===== src/rtl/alu_seq.sv =====
// alu_seq: sequencer around an external combinational ALU. It holds an 8-entry
// register file, issues one command at a time and returns the result through a
// ready/valid response port.
module alu_seq #(
   parameter int unsigned NREG = 8,
   parameter int unsigned DW   = 32
) (
   input  logic          clk,
   input  logic          reset,
   input  logic          cmd_valid,
   output logic          cmd_ready,
   input  logic          cmd_ld,
   input  logic [2:0]    cmd_op,
   input  logic [2:0]    cmd_rd,
   input  logic [2:0]    cmd_rs1,
   input  logic [2:0]    cmd_rs2,
   input  logic [DW-1:0] cmd_imm,
   output logic [DW-1:0] alu_a,
   output logic [DW-1:0] alu_b,
   output logic [2:0]    alu_f,
   input  logic [DW-1:0] alu_out,
   output logic          rsp_valid,
   input  logic          rsp_ready,
   output logic [DW-1:0] rsp_data,
   output logic [2:0]    rsp_rd
);

   typedef enum logic [1:0] {StIdle, StIssue, StResp} state_t;

   state_t        state;
   logic [DW-1:0] regs [NREG];
   logic          ld_lat;
   logic [2:0]    rd_lat;
   logic [DW-1:0] imm_lat;
   logic [DW-1:0] wb_data;

   // Loads write the latched immediate; the ALU result is ignored for them.
   assign wb_data = ld_lat ? imm_lat : alu_out;

   // Accept only in idle, and never while reset is held.
   assign cmd_ready = (state == StIdle) && !reset;

   // Single-state-register FSM; all outputs except cmd_ready are registered.
   always_ff @(posedge clk) begin
      if (reset) begin
         state     <= StIdle;
         for (int unsigned i = 0; i < NREG; i++) begin
            regs[i] <= '0;
         end
         ld_lat    <= 1'b0;
         rd_lat    <= '0;
         imm_lat   <= '0;
         alu_a     <= '0;
         alu_b     <= '0;
         alu_f     <= '0;
         rsp_valid <= 1'b0;
         rsp_data  <= '0;
         rsp_rd    <= '0;
      end else begin
         case (state)
            StIdle: begin
               if (cmd_valid) begin
                  // Operands read here, so rd == rs sees the pre-write value.
                  ld_lat  <= cmd_ld;
                  rd_lat  <= cmd_rd;
                  imm_lat <= cmd_imm;
                  alu_a   <= regs[cmd_rs1];
                  alu_b   <= regs[cmd_rs2];
                  alu_f   <= cmd_op;
                  state   <= StIssue;
               end
            end
            StIssue: begin
               regs[rd_lat] <= wb_data;
               rsp_data     <= wb_data;
               rsp_rd       <= rd_lat;
               rsp_valid    <= 1'b1;
               state        <= StResp;
            end
            StResp: begin
               if (rsp_ready) begin
                  rsp_valid <= 1'b0;
                  state     <= StIdle;
               end
            end
            default: state <= StIdle;
         endcase
      end
   end

endmodule


===== config.mk =====
export PLATFORM = sky130hd
export DESIGN_NAME = alu_seq
export DESIGN_NICKNAME = d
export VERILOG_FILES = /design/src/rtl/alu_seq.sv
export SDC_FILE = /design/constraint.sdc
export NUM_CORES = 1
export LEC_CHECK = 0
export BUFFER_PORTS_ARGS = -buffer_cell sky130_fd_sc_hd__buf_2
export CORE_UTILIZATION = 55
export DETAILED_ROUTE_END_ITERATION = 6
export PLACE_DENSITY = 0.78
export RECOVER_POWER = 25
export SLEW_MARGIN = 10
export SYNTH_ARGS = -nofsm -noshare
export SYNTH_HDL_FRONTEND = slang
export SYNTH_SLANG_ARGS = --single-unit

===== constraint.sdc =====
create_clock -name clk -period 5.57 [get_ports clk]
set_input_delay 0.2785 -clock clk [delete_from_list [all_inputs] [get_ports clk]]
set_output_delay 0.2785 -clock clk [all_outputs]
set_load 0.02 [all_outputs]

==> results of run 1 <==
-- power breakdown --
| part | switching [W] | internal (W) |
|---|---|---|
| Sequential | 0.0000991 | 0.00329 |
| Combinational | 0.000582 | 0.000290 |
| Clock | 0.00115 | 0.00175 |
| Total | 0.00183 | 0.00533 |
-- synth_stat cells --
cell type    n
buf_2       48
a21oi_1    103
o21ai_0      1
nor3b_1      1
edfxtp_1   256
and4bb_2     2
a22oi_1    128
nor4b_2      1
a211oi_1    32
nor3_2      61
nor2_1     363
mux2i_1    291
dfxtp_1    141
clkbuf_1    42
and4b_1      1
nor3_1       4
buf_4       25
buf_1        1
and2_1       3
nor2b_1      6
buf_6       18
nand2b_1     8
nand3b_1     1
nand2_1     87
-- flip-flops by register name, summed over array words and instances, names as in the netlist --
| register | flops |
|---|---|
| imm_lat | 32 |
| rsp_rd | 3 |
| alu_a | 32 |
| ld_lat | 1 |
| rsp_data | 32 |
| rsp_valid | 1 |
| state | 2 |
| regs | 256 |
| rd_lat | 3 |
| alu_f | 3 |
| alu_b | 32 |
-- cells in the final DEF (no fill, tap or decap), drive strengths merged --
| cell | instances |
|---|---|
| o21ai | 1 |
| dfxtp | 141 |
| a211oi | 32 |
| nor4b | 1 |
| and2 | 3 |
| buf | 106 |
| a22oi | 128 |
| dlygate4sd3 | 39 |
| nor3b | 1 |
| nor2b | 6 |
| nor3 | 65 |
| clkinv | 18 |
| and4bb | 2 |
| edfxtp | 256 |
| a21oi | 103 |
| nor2 | 363 |
| nand2 | 87 |
| nand3b | 1 |
| clkbuf | 161 |
| nand2b | 8 |
| and4b | 1 |
| bufinv | 5 |
| mux2i | 291 |
-- cell type report --
class / count / area, um^2 / share of cell area
Sequential cell: 397 / 10510 / 0.4988
Multi-Input combinational cell: 1093 / 7156 / 0.3396
Timing Repair Buffer: 251 / 1400 / 0.06644
Clock buffer: 55 / 1195 / 0.05671
Tap cell: 442 / 553.0 / 0.02625
Clock inverter: 23 / 256.5 / 0.01217
-- timing repair --
item,in CTS,in global routing
setup buffers,0,0
hold endpoints to repair,39,0
hold buffers,39,0
-- metrics by stage --
step           hold slack, ps  cells  total power (W)    util
4_1_cts                 49.09   2261         0.007178  0.6475
5_1_grt                 66.70   2261         0.007376  0.6427
3_5_place_dp            446.3   2144         0.004295  0.5913
6_report                62.33   2261         0.007160  0.6427
3_3_place_gp            440.6   2144         0.004266  0.5913
2_1_floorplan           414.5   1624         0.004026       -
-- path summary, 6_finish.rpt --
kind | startpoint | end | slack (ps) | cells after the start
worst min-delay path | rsp_ready | state[1]$_SDFFE_PP0P_ | 60 | 4
worst max register to register | state[0]$_SDFFE_PP0P_ | rsp_rd[1]$_SDFFE_PP0N_ | 2080 | 4
worst max-delay path | reset | regs[1][27]$_SDFFCE_PN0P_ | 2050 | 6
worst min register to register | imm_lat[9]$_SDFFE_PP0P_ | imm_lat[9]$_SDFFE_PP0P_ | 450 | 2
-- kinds of logic (layout without fill, tap and decap cells) --
kind of cell	after synthesis	in the layout	synth area share
muxes	291	291	0.1581
DFF	397	397	0.5703
and+or+nand+nor	538	538	0.1352
AOI/OAI and AO/OA	264	264	0.09343
buffers and inverters	134	329	0.04298
-- layer usage --
| metal | part of all wire | global-route usage |
|---|---|---|
| met2 | 0.46 | 0.4623 |
| met4 | 0.031 | 0.1104 |
| met3 | 0.10 | 0.04935 |
| met1 | 0.41 | 0.4008 |
| met5 | 0 | 0 |
-- worst max-delay path, stage by stage --
cell      delay (ps)
clkbuf_2        1660
and4bb_2         350
nand2_1           60
buf_4            400
nand2b_1         520
buf_4            430
==> summary.txt, run 1 <==
Route
  – Starting DRC count in detailed routing: 1,721
  – Antenna Nets Post-Route: 0
  – DR pass1 iterations: 5
  – DR vias/cell: 6.131
  – Total wire length: 49,920 um
  – DR WL/cell: 22.08 um
  – DRC: 0
  – DR vias: 13,860

CTS
  – CTS Buffer Depth: 3
  – # H-tree levels: 2
  – Clock sink total: 397
  – CTS Buf Count: 42
  – CTS tree: done
  – Clock latency on the worst-skew pair: 540 ps
  – PostCTS Resize Cnt: 0
  – Clock Pin Slew Worst Setup and Hold Paths: 60 ps
  – Clock Root Buffer: clkbuf_16

Synthesis
  – Syn nets: 1,705
  – Netlist cell types: 24
  – Yosys reg bits: 397
  – Post-synth top area cell: edfxtp_1
  – Sequential share of the synthesized area: 0.5703
  – Mapped Cells: 1,624
  – Synth top area share: 0.4172
  – Yosys Warn Count: 0
  – Cell Area, Synth: 0.01843 mm^2
  – Synth area leaders: edfxtp_1 42%, mux2i_1 16%, dfxtp_1 15%
  – Syn avg cell area: 11.35 um^2

Floorplanning
  – Initial Util: 0.5621
  – Die H: 185.0 um
  – Rows: 66
  – I/O pin count: 185
  – Die Footprint: 0.03424 mm^2
  – Die Width: 185.0 um
  – Core area: 0.03278 mm^2

Timing
  – Setup violators final: 0
  – Worst Clk Skew: 11.78 ps
  – Setup ws final: 2048 ps
  – Slew Limit Fails: 149
  – Post-route minimum period: 3522 ps
  – F_max: 0.2839 GHz
  – RSZ-0062 raised after global routing: no
  – Slew margin rel.: -0.5878
  – Hold Fails Final Rpt: 0
  – TNS Setup: 0 ps
  – Period utilization: 0.6324
  – Worst-margin pin slew: 2382 ps

GRT
  – Gr usage total: 0.2913
  – Vias in the first global route: 13,650
  – Initial antenna violation count: 0
  – First-pass GRT wire length: 75,980 um
  – Overflow after GRT: 0
  – Largest net degree at the start of global routing: 92

Pwr
  – Worst VDD drop: 0.0002828 V
  – Pleak: 8.087 nW
  – Power per cell area: 339.8 mW/mm^2

Placement
  – DP HPWL: 29,010 um
  – PortBufs: 184
  – Routability congestion estimate from global placement: 0.8136
  – Dpl ws: 2607 ps
  – Dpl cell area: 0.01938 mm^2

Layout
  – Share of cells above drive strength 1: 0.1352
  – Area delta synth->final: 14.35%
  – # fillers: 2,510
  – Fin nets: 1,866
  – N_diodes: 0
  – Design Area, Final: 0.02107 mm^2

Critical path
  – Max FO, Critical Path: 91
  – WS Path Type: input pin to flip-flop
  – CP Launch Type: input pin
  – Crit path DAT: 3780 ps
  – Crit. End Element: flip-flop
  – CP required: 5830 ps

Run
  – Max-cap violations: 2

Run status
  – Failing checks: capacitance limit, slew limit
  – Outcome: finished with violations

Hold path
  – Worst Hold Class: input pin to flip-flop
Power figures use the tool's default switching activity.
==> run 2, diff against run 1 <==
==> constraint.sdc (replaced) <==
create_clock -name clk -period 3.55 [get_ports clk]
set_input_delay 0.1775 -clock clk [delete_from_list [all_inputs] [get_ports clk]]
set_output_delay 0.1775 -clock clk [all_outputs]
set_load 0.02 [all_outputs]
==> run 2 against run 1 <==
The run still ends with capacitance limit, slew limit left. Power up 53%. Register-to-register slack worse by 1300 ps. Core utilization up 0.43 points. Critical endpoint is now imm_lat[18]$_SDFFE_PP0P_. Highest routed layer unchanged.
==> summary.txt, run 2 (same netlist as run 1, synthesis figures left out) <==
Critical path
  – Cells along the critical path: nor2_1 > nand2_2 > buf_4 > nand2_1 > a21oi_1
  – Flop2flop setup slack: 800 ps (-1280 ps)
  – Path depth of the worst reg2reg path: 5 (+1)
  – Slowest cell on the critical path: nand2_2
  – Max FO, Critical Path: 67 (-26%)
  – WS Path Type: flip-flop to flip-flop
  – FF-to-FF End: imm_lat[18]$_SDFFE_PP0P_
  – CP required: 4010 ps (-1820 ps)
  – Crit. End Element: flip-flop
  – CP Launch Type: flip-flop
  – Crit path DAT: 3210 ps (-570 ps)
  – Critical Path Max Stage Delay: 1150 ps (-510 ps)
  – Reg2reg start: state[1]$_SDFFE_PP0P_

Timing
  – RSZ-0062 raised after global routing: no
  – TNS Setup: 0 ps (unchanged)
  – Slew margin rel.: -0.1664 (+0.4214)
  – Post-route minimum period: 2745 ps
  – Slew Limit Fails: 130 (-13%)
  – Worst Clk Skew: 16.34 ps (+4.569 ps)
  – Final hold slack: 137.1 ps (+74.77 ps)
  – Hold Fails Final Rpt: 0 (unchanged)
  – Period utilization: 0.7733
  – F_max: 0.3643 GHz
  – Worst-margin pin slew: 1750 ps (-632.1 ps)
  – Setup violators final: 0 (unchanged)

Floorplanning
  – Die Width: 185.0 um (unchanged)
  – Die H: 185.0 um (unchanged)
  – Core area: 0.03278 mm^2 (unchanged)
  – Rows: 66 (unchanged)
  – Initial Util: 0.5621 (unchanged)
  – Die Footprint: 0.03424 mm^2 (unchanged)
  – I/O pin count: 185 (unchanged)

Route
  – Starting DRC count in detailed routing: 1,580 (-8.2%)
  – DR WL/cell: 23.35 um (+5.8%)
  – DR pass1 iterations: 5 (unchanged)
  – Total wire length: 53,450 um (+7.1%)
  – DRC: 0 (unchanged)
  – DR vias/cell: 6.208 (+1.2%)
  – DR vias: 14,210 (+2.5%)
  – Antenna Nets Post-Route: 0 (unchanged)

CTS
  – # H-tree levels: 2 (unchanged)
  – CTS Buffer Depth: 3 (unchanged)
  – Post-CTS Setup Bufs: 0 (unchanged)
  – Clock Pin Slew Worst Setup and Hold Paths: 60 ps (about the same)
  – Clock latency on the worst-skew pair: 540 ps (about the same)
  – Clock sink total: 397 (unchanged)
  – Clock Root Buffer: clkbuf_16
  – CTS tree: done
  – CTS Buf Count: 41 (-2.4%)
  – PostCTS Resize Cnt: 0 (unchanged)

Placement
  – PortBufs: 184 (unchanged)
  – DP HPWL: 31,270 um (+7.8%)
  – Routability congestion estimate from global placement: 0.8163 (+0.33%)
  – Cell total after placement: 2,173 (+1.4%)

Run
  – Max-cap violations: 2 (unchanged)

GRT
  – Met3 Usage GRT: 0.05859 (+0.009241)
  – Met2 usage: 0.4950 (+0.03278)
  – Initial antenna violation count: 0 (unchanged)
  – Gr usage total: 0.3122 (+0.02085)
  – Global-route met1 utilization: 0.4219 (+0.02110)
  – First-pass GRT wire length: 80,250 um (+5.6%)
  – Vias in the first global route: 13,960 (+2.3%)
  – Global routing's busiest layer: met2
  – Largest net degree at the start of global routing: 95 (+3.3%)
  – Overflow after GRT: 0 (unchanged)

Layout
  – Fin nets: 1,895 (+1.6%)
  – Max reg flops: 256 (unchanged)
  – Share of cells above drive strength 1: 0.1424 (+0.007154)
  – Area delta synth->final: 15.11%
  – N_diodes: 0 (unchanged)
  – Fin cells: 2,289 (+1.2%)
  – Most common cell after layout, fill and taps aside: nor2_1
  – Top reg by flops: regs
  – Final Util: 0.6471 (+0.004313)
  – Commonest non-fill, non-tap cells in the layout: 361 x nor2_1, 291 x mux2i_1, 256 x edfxtp_1

Run status
  – Outcome: finished with violations
  – Failing checks: capacitance limit, slew limit

Pwr
  – Overall Power: 0.01098 W (+53%)
  – Pleak: 8.155 nW (+0.84%)
  – Power per cell area: 517.8 mW/mm^2 (+52%)
  – Worst VDD drop: 0.0003811 V (+35%)

Hold path
  – Hold Startpoint: reset
  – Worst Hold Class: input pin to flip-flop
  – Hold endpoint: rsp_rd[2]$_SDFFE_PP0N_
  – Hold Crit Depth: 2 (-2)
==> run 2: worst max path at each step <==
| stage | startpoint | end |
|---|---|---|
| 3_3_place_gp | reset | regs[5][26]$_SDFFCE_PN0P_ |
| 3_5_place_dp | ld_lat$_SDFFE_PP0P_ | regs[6][25]$_SDFFCE_PN0P_ |
| 5_1_grt | state[1]$_SDFFE_PP0P_ | imm_lat[18]$_SDFFE_PP0P_ |
| 6_report | state[1]$_SDFFE_PP0P_ | imm_lat[18]$_SDFFE_PP0P_ |
| 2_1_floorplan | state[0]$_SDFFE_PP0P_ | regs[0][0]$_SDFFCE_PN0P_ |
| 4_1_cts | ld_lat$_SDFFE_PP0P_ | regs[1][25]$_SDFFCE_PN0P_ |
==> run 2: area by class of cell <==
cell class	instances	area, um^2
Fill cell	2493	11570
Sequential cell	397	10510
Multi-Input combinational cell	1093	7151
Timing Repair Buffer	281	1672
Clock buffer	58	1184
Tap cell	442	553.0
Clock inverter	18	142.6
==> run 2: repair_timing <==
action	in CTS	in global routing
hold endpoints to repair	41	0
hold buffers	40	0
setup endpoints to repair	0	0
==> run 2: critical path: cells and delay by family, from the launching register on <==
family / cells / cell delay, ps
buffers and inverters: 1 / 560
DFF: 1 / 490
and+or+nand+nor: 3 / 1410
AOI/OAI and AO/OA: 1 / 180
==> run 2: where the power goes <==
group          internal [W]  total, W  switching (W)
combinational      0.000477   0.00142       0.000945
clock               0.00247   0.00425        0.00177
sequential          0.00516   0.00531       0.000156
==> run 2: layer usage <==
layer / up-vias / share of wire
li1: 6247 / -
met1: 6874 / 0.40
met2: 931 / 0.46
met3: 157 / 0.11
met4: 0 / 0.038
met5: - / 0
==> run 2: stage by stage <==
step | area (um^2) | setup WS (ps)
2_1_floorplan | 18430 | 1585
3_3_place_gp | 19660 | 1255
3_5_place_dp | 19660 | 1173
4_1_cts | 21380 | 1117
5_1_grt | 21210 | 688.5
6_report | 21210 | 804.8
==> run 3, diff against run 2 <==
==> constraint.sdc (replaced) <==
create_clock -name clk -period 2.7 [get_ports clk]
set_input_delay 0.135 -clock clk [delete_from_list [all_inputs] [get_ports clk]]
set_output_delay 0.135 -clock clk [all_outputs]
set_load 0.02 [all_outputs]
==> run 3 against run 2 <==
The run now ends clean. Global-route usage decreased by 1.2 points. Worst hold slack got worse by 50 ps. Critical path depth decreased by 1. Clock skew decreased by 1.5 ps. Cell area increased by 1.2%. Routed wire length decreased by 3.8%. Critical endpoint is now rsp_data[0]$_SDFFE_PP0N_. Non-clock buffer count increased by 20.
==> summary.txt, run 3 (same netlist as run 1, synthesis figures left out) <==
Timing
  – Hold Fails Final Rpt: 0 (unchanged)
  – F_max: 0.4899 GHz (+34%)
  – Slew margin rel.: 0.2954 (+0.4618)
  – Final hold slack: 86.90 ps (-50.20 ps)
  – Worst Clk Skew: 14.80 ps (-1.544 ps)
  – Worst-margin pin slew: 1057 ps (-692.7 ps)
  – RSZ-0062 raised after global routing: no
  – Slew Limit Fails: 0 (-100%)
  – Post-route minimum period: 2041 ps (-703.9 ps)
  – Setup violators final: 0 (unchanged)
  – TNS Setup: 0 ps (unchanged)
  – Period utilization: 0.7560 (-0.01726)

Floorplanning
  – Core area: 0.03278 mm^2 (unchanged)
  – Die Width: 185.0 um (unchanged)
  – Rows: 66 (unchanged)
  – Initial Util: 0.5621 (unchanged)
  – Die Footprint: 0.03424 mm^2 (unchanged)
  – I/O pin count: 185 (unchanged)
  – Die H: 185.0 um (unchanged)

Pwr
  – Combinational share of power: 0.129 (about the same)
  – Net switching power: 0.003768 W (+31%)
  – Pleak: 8.306 nW (+1.9%)
  – Overall Power: 0.01471 W (+34%)
  – Sequential power share: 0.475 (-0.009)
  – Clk network pwr share: 0.397 (+0.010)
  – Worst VDD drop: 0.0006151 V (+61%)
  – Power per cell area: 685.4 mW/mm^2 (+32%)
  – Internal: 0.01095 W (+35%)
  – Switching share of power: 0.2560 (-0.005597)

Critical path
  – WS Path Type: flip-flop to flip-flop
  – CP startpoint: state[0]$_SDFFE_PP0P_
  – Crit path DAT: 2460 ps (-750 ps)
  – Max FO, Critical Path: 47 (-30%)
  – CP required: 3120 ps (-890 ps)
  – CP Launch Type: flip-flop
  – Crit. End Element: flip-flop
  – Reg2reg start: state[0]$_SDFFE_PP0P_
  – Flop2flop setup slack: 660 ps (-150 ps)
  – FF-to-FF End: rsp_data[0]$_SDFFE_PP0N_
  – Path depth of the worst reg2reg path: 4 (-1)
  – Critical Path End: rsp_data[0]$_SDFFE_PP0N_

Layout
  – # fillers: 2,444 (-2.0%)
  – Sequential cell area: 0.01051 mm^2 (unchanged)
  – Final Util: 0.6548 (+0.007786)
  – Most common cell after layout, fill and taps aside: nor2_1
  – Fin nets: 1,915 (+1.1%)
  – N_diodes: 0 (unchanged)
  – Max reg flops: 256 (unchanged)
  – Share of cells above drive strength 1: 0.1521 (+0.009723)
  – Commonest non-fill, non-tap cells in the layout: 361 x nor2_1, 291 x mux2i_1, 256 x edfxtp_1
  – Area delta synth->final: 16.50%
  – Fin cells: 2,309 (+0.87%)
  – Top reg by flops: regs
  – Area of the multi-input gates: 0.007147 mm^2 (about the same)

Route
  – Total wire length: 51,440 um (-3.8%)
  – DR vias: 14,080 (-0.91%)
  – DR vias/cell: 6.097 (-1.8%)
  – DR pass1 iterations: 5 (unchanged)
  – Antenna Nets Post-Route: 0 (unchanged)
  – Starting DRC count in detailed routing: 1,177 (-26%)
  – DRC: 0 (unchanged)
  – DR WL/cell: 22.28 um (-4.6%)

Run status
  – Outcome: completed

Placement
  – DP HPWL: 29,390 um (-6.0%)
  – Cell total after placement: 2,192 (+0.87%)
  – Routability congestion estimate from global placement: 0.7833 (-4.0%)
  – PortBufs: 184 (unchanged)

GRT
  – First-pass GRT wire length: 78,090 um (-2.7%)
  – Overflow after GRT: 0 (unchanged)
  – Gr usage total: 0.3005 (-0.01172)
  – Vias in the first global route: 13,970 (+0.064%)
  – Largest net degree at the start of global routing: 141 (+48%)
  – Initial antenna violation count: 0 (unchanged)

CTS
  – CTS Buf Count: 41 (unchanged)
  – Clock sink total: 397 (unchanged)
  – Clock latency on the worst-skew pair: 540 ps (about the same)
  – # H-tree levels: 2 (unchanged)
  – Clock Pin Slew Worst Setup and Hold Paths: 60 ps (about the same)
  – CTS tree: done
  – Clock Root Buffer: clkbuf_16
  – CTS Buffer Depth: 3 (unchanged)

Hold path
  – Worst Hold Class: input pin to flip-flop

Run
  – Max-cap violations: 0 (-2)
==> run 3: cell count changes in the layout (fill, tap and decap cells not counted), moves of 2 or more <==
cell / change
and2_2: -2
and2_1: +2
clkbuf_8: +2
buf_4: +16
clkinv_1: -2
bufinv_16: +2
buf_12: +3
clkbuf_1: -2
==> run 3: power groups by stage <==
stage	combinational, W	clock [W]	sequential (W)
after floorplan	0.00110	0	0.00721
after global placement	0.00181	0	0.00708
after detailed placement	0.00185	0	0.00710
after CTS	0.00191	0.00587	0.00697
after global routing	0.00202	0.00612	0.00701
final	0.00190	0.00583	0.00698
==> run 3: worst min-delay path by stage <==
stage,start,end,slack (ps),cells after the start
2_1_floorplan,cmd_imm[0],imm_lat[0]$_SDFFE_PP0P_,270,2
3_3_place_gp,cmd_imm[17],imm_lat[17]$_SDFFE_PP0P_,370,3
3_5_place_dp,cmd_imm[1],imm_lat[1]$_SDFFE_PP0P_,380,3
4_1_cts,alu_out[21],regs[5][21]$_SDFFCE_PN0P_,90,4
5_1_grt,alu_out[21],regs[5][21]$_SDFFCE_PN0P_,90,4
6_report,alu_out[14],rsp_data[14]$_SDFFE_PP0N_,90,3
==> run 3: layout make-up <==
class                           instances  share of cell area
Sequential cell                       397              0.4896
Multi-Input combinational cell       1093              0.3329
Timing Repair Buffer                  301             0.08678
Clock buffer                           59             0.05624
Tap cell                              442             0.02576
Clock inverter                         17            0.008684
==> run 3: layer usage <==
| metal | GRT usage | part of all wire |
|---|---|---|
| met1 | 0.4011 | 0.40 |
| met2 | 0.4865 | 0.47 |
| met3 | 0.05250 | 0.10 |
| met4 | 0.1210 | 0.033 |
| met5 | 0 | 0 |
==> run 3: stage by stage <==
stage	setup WS (ps)	instance area, um^2
global placement	899.1	19830
CTS	775.6	21640
finish	658.7	21470
floorplan	734.5	18430
global route	496.1	21470
detailed placement	879.5	19830
==> run 3: worst max-delay path, cell delays in order, from the launching register on <==
cell	delay (ps)
dfxtp_1	430
nor2b_2	810
buf_12	300
nor2_1	70
a211oi_1	300
==> run 3: what timing repair did <==
| action | CTS | global route |
|---|---|---|
| hold buffers | 41 | 0 |
| gates resized for setup | 0 | 0 |
| hold endpoints to repair | 43 | 0 |
| setup buffers | 0 | 0 |
